**src/rtl/serial_add_sub_ctrl.sv**
```systemverilog
// serial_add_sub_ctrl
//
// Bit-serial add/subtract controller. It sequences one 1-bit full-adder cell
// across WIDTH-bit operands, one bit per clock and LSB first. The carry or
// borrow is held in a flip-flop between bits. A full operation takes WIDTH
// SHIFT cycles plus one DONE cycle.
//
// Ports:
//    clk     in   system clock, rising edge
//    rst     in   synchronous active-high reset, highest priority
//    start   in   request; accepted only in IDLE
//    a, b    in   WIDTH-bit operands, captured on the accepting edge
//    mode    in   0 = a+b, 1 = a-b, captured on the accepting edge
//    busy    out  high while bits are being processed
//    done    out  one-cycle pulse; result/cout valid
//    result  out  registered WIDTH-bit sum/difference
//    cout    out  final carry; for subtract, 1 = no borrow
//    ovf     out  signed overflow (only with SERIAL_ADD_SUB_OVF_EN)
//
// Build option: define SERIAL_ADD_SUB_OVF_EN to add the ovf output and its
// overflow logic.
//
// state  | meaning
// -------+------------------------------------------------------------
// IDLE   | waiting for start; result/cout hold the last completed op
// SHIFT  | one operand bit per cycle through the add cell, WIDTH cycles
// DONE   | result/cout just updated; done pulses for this single cycle

module serial_add_sub_ctrl #(
   parameter  int WIDTH = 8,
   localparam int CNT_W = $clog2(WIDTH)
) (
   input  logic             clk,
   input  logic             rst,
   input  logic             start,
   input  logic [WIDTH-1:0] a,
   input  logic [WIDTH-1:0] b,
   input  logic             mode,
   output logic             busy,
   output logic             done,
   output logic [WIDTH-1:0] result,
   output logic             cout
`ifdef SERIAL_ADD_SUB_OVF_EN
   ,
   output logic             ovf
`endif
);

   typedef enum logic [1:0] {
      ST_IDLE  = 2'd0,
      ST_SHIFT = 2'd1,
      ST_DONE  = 2'd2
   } state_t;

   localparam logic [CNT_W-1:0] CNT_LAST = CNT_W'(WIDTH - 1);

   state_t             state;
   state_t             state_nxt;
   logic               load;
   logic               step;
   logic               last_bit;

   logic [WIDTH-1:0]   a_sr;
   logic [WIDTH-1:0]   bsel_sr;
   logic [WIDTH-1:0]   res_sr;
   logic [WIDTH-1:0]   res_nxt;
   logic [CNT_W-1:0]   cnt;
   logic               carry;
   logic               bit_sum;
   logic               carry_nxt;

   always_ff @(posedge clk) begin
      if (rst) begin
         state <= ST_IDLE;
      end else begin
         state <= state_nxt;
      end
   end

   always_comb begin
      state_nxt = state;
      busy      = 1'b0;
      done      = 1'b0;
      load      = 1'b0;
      step      = 1'b0;
      last_bit  = 1'b0;
      case (state)
         ST_IDLE: begin
            if (start) begin
               load      = 1'b1;
               state_nxt = ST_SHIFT;
            end
         end
         ST_SHIFT: begin
            busy = 1'b1;
            step = 1'b1;
            if (cnt == CNT_LAST) begin
               last_bit  = 1'b1;
               state_nxt = ST_DONE;
            end
         end
         ST_DONE: begin
            done      = 1'b1;
            state_nxt = ST_IDLE;
         end
         default: begin
            state_nxt = ST_IDLE;
         end
      endcase
   end

   // Single full-adder cell. Subtraction arrives here as a + ~b with
   // carry-in preset to 1, so the cell itself never looks at mode.
   always_comb begin
      bit_sum   = a_sr[0] ^ bsel_sr[0] ^ carry;
      carry_nxt = (a_sr[0] & bsel_sr[0]) | (a_sr[0] & carry) | (bsel_sr[0] & carry);
      res_nxt   = res_sr >> 1;
      res_nxt[WIDTH-1] = bit_sum;
   end

   // The captured mode lives on only as the initial carry and as the
   // inversion already folded into bsel_sr; nothing else needs it later.
   always_ff @(posedge clk) begin
      if (rst) begin
         a_sr    <= '0;
         bsel_sr <= '0;
         res_sr  <= '0;
         cnt     <= '0;
         carry   <= 1'b0;
         result  <= '0;
         cout    <= 1'b0;
`ifdef SERIAL_ADD_SUB_OVF_EN
         ovf     <= 1'b0;
`endif
      end else if (load) begin
         a_sr    <= a;
         bsel_sr <= b ^ {WIDTH{mode}};
         carry   <= mode;
         cnt     <= '0;
      end else if (step) begin
         a_sr    <= a_sr >> 1;
         bsel_sr <= bsel_sr >> 1;
         res_sr  <= res_nxt;
         carry   <= carry_nxt;
         cnt     <= cnt + CNT_W'(1);
         // Outputs are written only on the final bit, so partial sums are
         // never visible.
         if (last_bit) begin
            result <= res_nxt;
            cout   <= carry_nxt;
`ifdef SERIAL_ADD_SUB_OVF_EN
            // On the MSB, carry is the carry into the MSB.
            ovf    <= carry ^ carry_nxt;
`endif
         end
      end
   end

endmodule

```
**config.mk**
```make
export PLATFORM = sky130hd
export DESIGN_NAME = serial_add_sub_ctrl
export DESIGN_NICKNAME = d
export VERILOG_FILES = /design/src/rtl/serial_add_sub_ctrl.sv
export SDC_FILE = /design/constraint.sdc
export NUM_CORES = 1
export LEC_CHECK = 0
export CORE_MARGIN = 4
export CORE_UTILIZATION = 48
export CTS_BUF_LIST = sky130_fd_sc_hd__clkbuf_4
export CTS_CLUSTER_SIZE = 10
export DETAILED_ROUTE_END_ITERATION = 8
export PLACE_DENSITY = 0.81
export SYNTH_ARGS = -nofsm -noshare
export SYNTH_HDL_FRONTEND = slang
export SYNTH_SLANG_ARGS = --single-unit
```
**constraint.sdc**
```tcl
create_clock -name clk -period 1.5 [get_ports clk]
set_input_delay 0.3 -clock clk [delete_from_list [all_inputs] [get_ports clk]]
set_output_delay 0.3 -clock clk [all_outputs]
set_load 0.03 [all_outputs]
```
# Word level (Yosys, flattened, before mapping)
# Index checks and enable logic that the tools add are counted.
# W data, S select, Z words.
[totals] register_bits=39 in_bits=20 output_inout_bits=11 elab_cells=44
[classes] addsub=1 n_eq_ne=5 muxes=15 bitwise_logic=9 n_reduce_logical=6
[op_table] cell="$mux W8" count=4
[op_table] cell="$mux W1" count=8
[op_table] cell="$xor A8 B8 Y8" count=1
[op_table] cell="$mux W2" count=2
[op_table] cell="$ne A2 B2 Y1 const B" count=2
[op_table] cell="$pmux W2 S2" count=1
[op_table] cell="$reduce_and A2 Y1" count=2
[op_table] cell="$add A3 B1 Y3 const B" count=1
[op_table] cell="$and A1 B1 Y1" count=3
[op_table] cell="$eq A3 B3 Y1 const B" count=1
[op_table] cell="$reduce_and A3 Y1" count=1
[op_table] cell="$eq A2 B1 Y1 const B" count=1
[op_table] cell="$eq A2 B2 Y1 const B" count=1
[op_table] cell="$logic_not A2 Y1" count=1
[op_table] cell="$or A1 B1 Y1" count=2
[op_table] cell="$reduce_bool A2 Y1" count=1
[op_table] cell="$reduce_or A2 Y1" count=1
[op_table] cell="$xor A1 B1 Y1" count=2
[op_table] cell="$not A1 Y1" count=1

# Depth between registers and ports, before layout
[depth] depth_word=5 mapped_depth=6 depth_no_buf=5

# Worst setup path after synthesis
# Ideal clock, no wire load.
[synth_path] path_type="flip-flop to flip-flop" start="register cnt[0]" end="register cout" t_arrival_ns=1.377 t_required_ns=1.372 path_slack_ns=-0.005 path_stages_with_launch=7 path_buffers=1 synth_period_minus_slack_ns=1.505 cell_sequence="dfxtp_1 ha_1 ha_1 clkbuf_1 nand3b_1 mux2i_1 nor2_1"
[synth_via] elab_chain_cells=4
[synth_rtl] item="start, declared" line_no="67" rtl="logic [CNT_W-1:0] cnt;"
[synth_rtl] item="start signal, assigned" line_no="145" rtl="cnt <= cnt + CNT_W'(1);"
[synth_rtl] item="$eq A3 B3 Y1" line_no="97" rtl="if (cnt == CNT_LAST) begin"
[synth_rtl] item="$mux W1" line_no="97"
[synth_rtl] item="$mux W1" line_no="87" rtl="case (state)"
[synth_rtl] item="$reduce_and A3 Y1 (no source line)"
[synth_rtl] item="end signal, assigned" line_no="150" rtl="cout <= carry_nxt;"
[synth_rtl] item="end, declared" line_no="42" rtl="output logic cout"
# No other way between the ends.
# A chain may end at the register's enable or synchronous reset.

# Worst setup path in the final report
[layout_path] start="register state[1]" end="output port busy"
[layout_via] elab_chain_cells=2
[layout_rtl] item="start, declared" line_no="57" rtl="state_t state;"
[layout_rtl] item="start signal, assigned" line_no="76" rtl="state <= state_nxt;"
[layout_rtl] item="$eq A2 B1 Y1" line_no="87"
[layout_rtl] item="$mux W1" line_no="87"
[layout_rtl] item="end, declared" line_no="39" rtl="output logic busy,"
# No other way between the ends.

==> results <==
## per-stage QoR
step / utilization / hold WS, ns / setup TNS [ns] / cells
after floorplan: - / 0.436 / 0 / 183
after global placement: 0.625 / 0.443 / -2.88 / 254
after detailed placement: 0.625 / 0.450 / -3.73 / 254
after CTS: 0.658 / 0.463 / 0 / 262
after global routing: 0.665 / 0.479 / 0 / 264
final: 0.665 / 0.460 / 0 / 264
## flip-flops by register name (all words and copies together), names as in the netlist
signal   cells
cnt          3
result       8
res_sr       7
bsel_sr      8
state        2
a_sr         8
cout         1
carry        1
## cells in the mapped netlist (2+ instances only)
master / instances / area, sq um
nor2_1: 20 / 75.1
buf_2: 6 / 30.0
or2b_1: 2 / 15.0
nand3_1: 9 / 45.0
nand2_1: 30 / 113
mux2i_1: 3 / 30.0
a221o_1: 7 / 70.1
xnor2_1: 8 / 70.1
clkbuf_1: 5 / 18.8
nand2b_1: 2 / 12.5
ha_1: 2 / 25.0
dfxtp_1: 38 / 761
a21oi_1: 25 / 125
or3b_2: 3 / 26.3
nor3_1: 5 / 25.0
buf_6: 2 / 22.5
a211oi_1: 6 / 45.0
## routing by layer
layer | vias to the layer above | track usage
met4 | 0 | 0.111
met2 | 38 | 0.290
met1 | 652 | 0.201
li1 | 700 | -
met5 | - | 0
met3 | 9 | 0.0427
## kinds of logic after synthesis
family	synth area share
AOI/OAI and AO/OA	0.161
xor gates and xnor gates	0.0492
adders and majority gates	0.0281
buffers and inverters	0.0516
DFF	0.475
muxes	0.0188
and+or+nand+nor	0.216
## tightest hold or removal path: stages, from the launching register on
cell	delay (ns)
dfxtp_1	0.32
nand2_1	0.05
a21oi_1	0.05
## area by class of cell
type                    count  area [sq um]
fillers                   263          1050
flip-flops and latches     38           766
clock buffers               5          37.5
multi-input cells         130           766
clock inverters             3          63.8
inverters                   1          6.26
repair buffers             43           385
well taps                  44          55.1
## worst paths after layout
| kind | from | end | slack (ns) | cells past startpoint |
|---|---|---|---|---|
| worst max-delay path | state[1] | busy | 0.06 | 3 |
| worst min-delay path | result[7] | result[7] | 0.46 | 2 |
| worst max register to register | cnt[0] | cout | 0.15 | 6 |
| worst min register to register | result[7] | result[7] | 0.46 | 2 |
## report_power, final
part           total (uW)  leakage (uW)  internal, uW  switching, uW
clock                 851     0.0000528           513            337
combinational         285      0.000466           147            137
sequential           1090      0.000311          1060           33.2
## timing repair
action	CTS	global route
setup endpoints to repair	11	6
buffers inserted	0	2
gates resized for setup	13	2
cloned	0	0
hold buffers	0	0
pin swaps	0	0
==> impl_results.md <==
- Critical path startpoint category: flop
- Worst path bufs/invs: 2
- Pins Over Slew Limit: 0
- Num CTS Buffers: 5
- Min Tclk post-route: 1.44 ns
- Die Area: 4320 sq um
- Peak supply drop: 0.000789 V
- Total global routing overflow: 0
- Die Height: 65.8 microns
- Crit Path Category: flop to output port
- Fmax: 0.693 GHz
- Seq/Total Area, Yosys: 0.475
- Flops & latches, synth: 38
- Via count: 1399
- RSZ-0062 raised after global routing: no
- Initial antenna violation count: 0
- Clk sink count: 38
- Status: complete, no violations
- Clock Path Buffers: 2
- CTS HTree Levels: 2
- Area Overhead vs Synth: 29.8%
- Avg Vias per Cell: 5.30
- Worst setup margin: 0.0562 ns
- DR iter-0 viols: 82
- Commonest non-fill, non-tap cell in the layout: dfxtp_1
- Number of buffers added on ports: 30
- Total Routing Usage GR: 0.176
- Power Density: 1070 nW/um^2
- Yosys cell types: 27
- Cells traversed along the worst timing path: nand2b_4 > inv_4 > buf_6
- Vias in the first global route: 1309
- YS warnings: 0
- Required time of the critical path: 1.20 ns
- Drt first pass iters: 4
- Root Buffer: clkbuf_4
- Post-synth EDFFs: 0
- Met2 wire len: 1770 microns
- Synth Instances: 183
- Async SR Flop Fraction: 0
- Met3 wire length: 153 microns
- RD Place Congestion: 0.796
- Post-Layout Inst Area: 2080 sq um
- Clk_lat worst skew: 0.35 ns
- Antenna Violating Nets Remaining: 0
- First-pass GRT wire length: 5640 microns
- Layout Nets: 242
- M1 wire length: 1490 microns
- CP top delay family: flip-flops
- Total power: 2220 uW
- FP Rows: 20
- Worst slew margin: 0.706
- Leak: 0.000830 uW
- Starting Density: 0.512
- Max layer used: met4
- Worst Path Arrival: 1.14 ns
- Ant diodes: 0
- Crit path max-delay cell type: dfxtp_2
- Drt drc: 0
- Syn Area/Cell: 8.75 sq um
- Final Hold Vio Count: 0
- Reg clk slew, reported paths: 0.11 ns
- Final WL: 3510 microns
- Final HPWL DP: 2510 microns
- Placeable core area: 3130 sq um
- Placed cell areas: 1960 sq um
- Worst Hold Class: flop to flop
- # IOs: 31
- Transition time of the tightest slew-check pin: 0.440 ns
- Highest-count cells in the layout ignoring fill and taps: dfxtp_1 (36), nand2_1 (30), a21oi_1 (25), nor2_1 (20), clkdlybuf4s50_1 (19)
- Main synth FF type: dfxtp_1
- Die X: 65.8 microns
- Largest net degree at the start of global routing: 32
- WL/cell: 13.3 microns
- Final setup fails: 0
- Pre-CTS setup slack: -0.277 ns
- Syn Std Cell Area: 1600 sq um
- Fin crit share: 0.963
- Worst Skew: 0.00961 ns
- Net Count, Synth: 206
- Ratio of cells with drive above 1 in the final layout: 0.141
- CTS tree: yes
- Critical Path Fanout Max: 9
- Crit path largest cell delay: 0.38 ns
- Max-cap violations: 0
- CP endpoint kind: output port
(Power assumes the default switching activity.)
==> RTL edit (same settings) <==
Change the parameter `WIDTH` from 8 to 32.
--- a/src/rtl/serial_add_sub_ctrl.sv
+++ b/src/rtl/serial_add_sub_ctrl.sv
@@ -27,7 +27,7 @@
 // DONE   | result/cout just updated; done pulses for this single cycle
 
 module serial_add_sub_ctrl #(
-   parameter  int WIDTH = 8,
+   parameter  int WIDTH = 32,
    localparam int CNT_W = $clog2(WIDTH)
 ) (
    input  logic             clk,
Interface: changed (resized a, b and result); port bits go from 31 to 103. No check against the original RTL was run, so the function may have changed too.
==> RTL edit against the original RTL <==
The flow now finishes with violations (setup timing); worst setup slack worse by 150 ps; non-clock buffer count up 113; total power grew to 3.5 times the old value; critical path depth is 5 higher; global-route usage up 2.0 points; die area grew to 3.2 times the old value; synthesized cell count grew to 3.5 times the old value; wire length rose to 4.0 times the old value; fmax decreased by 9.2%; design area grew to 3.9 times the old value; sequential power rose to 3.5 times the old value; area after synthesis grew to 3.6 times the old value; clock power increased to 3.1 times the old value; sequential cell count is 98 higher; critical endpoint is now result[8]; largest power group unchanged.
==> RTL edit: results (changes against the original RTL) <==
Placed Cells 863 (was 254); PortBufs 102 (was 30); final worst slack -89.75 ps (was 56.16 ps); most instantiated cells after synthesis dfxtp_1, nand2_1, a21oi_1 (unchanged); WHS Path Cells 4 (was 2); GRT Total Usage 19.57% (was 17.59%); Clock buf/inv share 3.930% (was 4.874%); FF-to-FF Start cnt[1] (was cnt[0]); total number of vias 4888 (was 1399); clk_skew 12.62 ps (was 9.613 ps); Critical Path Max Stage Delay 350 ps (was 380 ps); crit path max fanout 8 (was 9); H-tree lvl count 4 (was 2); Final setup viols 48 (was 0); hold_buf cts 1 (was 0); gpl congestion 0.7912 (was 0.7955); cells resized by post-CTS repair 227 (was 13); CP Data Arrival Time 2060 ps (was 1140 ps); Layout Cells excl Fill 917 (was 264); hold path start mode (was result[7]); post-detail-place hpwl 8.848 mm (was 2.505 mm); Layout Cell Area excl Fill 8055 µm² (was 2079 µm²); WL met3 680 µm (was 153 µm); multi-input gates 448 (was 130); Tapcells 143 (was 44); failing checks setup timing; M1 wire length 5.957 mm (was 1.490 mm); Hold EP carry (was result[7]); Seq/Total Area, Yosys 47.09% (was 47.50%); Worst-Skew Late Latency 530 ps (was 350 ps); Place WS -321.3 ps (was -277.1 ps); Netlist cell types 33 (was 27); CTS Buf Count 17 (was 5); # fillers 863 (was 263); Non-clock buffers, area share 19.80% (was 18.53%); status complete, but fails checks (was finished clean); worst vdd ir 0.4610 mV (was 0.7889 mV); nonclk buf count 156 (was 43)
## RTL edit: changes by cell type in the layout (fill, tap and decap cells not counted), moves of 20 or more
cell,change
a21oi_2,+28
dfxtp_1,+81
clkbuf_4,+32
nand2_4,+20
clkdlybuf4s50_1,+46
xor2_1,+32
o22ai_1,+23
nand2b_1,+31
nand2_1,+67
mux2i_1,+46
## RTL edit: cells by family after synthesis
group	synth area share [%]
simple gates	15.86
flops	47.09
fa+ha+maj	0.7790
mux	10.91
compound gates	14.91
xor+xnor	5.150
buf+inv	5.302
## RTL edit: power breakdown
| part | switching [µW] | leakage [µW] | total [µW] | internal [µW] |
|---|---|---|---|---|
| clock network | 1300 | 0.000159 | 2620 | 1320 |
| logic | 552 | 0.00169 | 1200 | 649 |
| registers | 97.7 | 0.00112 | 3860 | 3760 |
## RTL edit: per-layer routing
layer	vias to the layer above	GRT usage, %
met4	0	8.498
met2	136	33.20
met3	29	5.815
met1	2302	22.91
met5	-	0
li1	2421	-
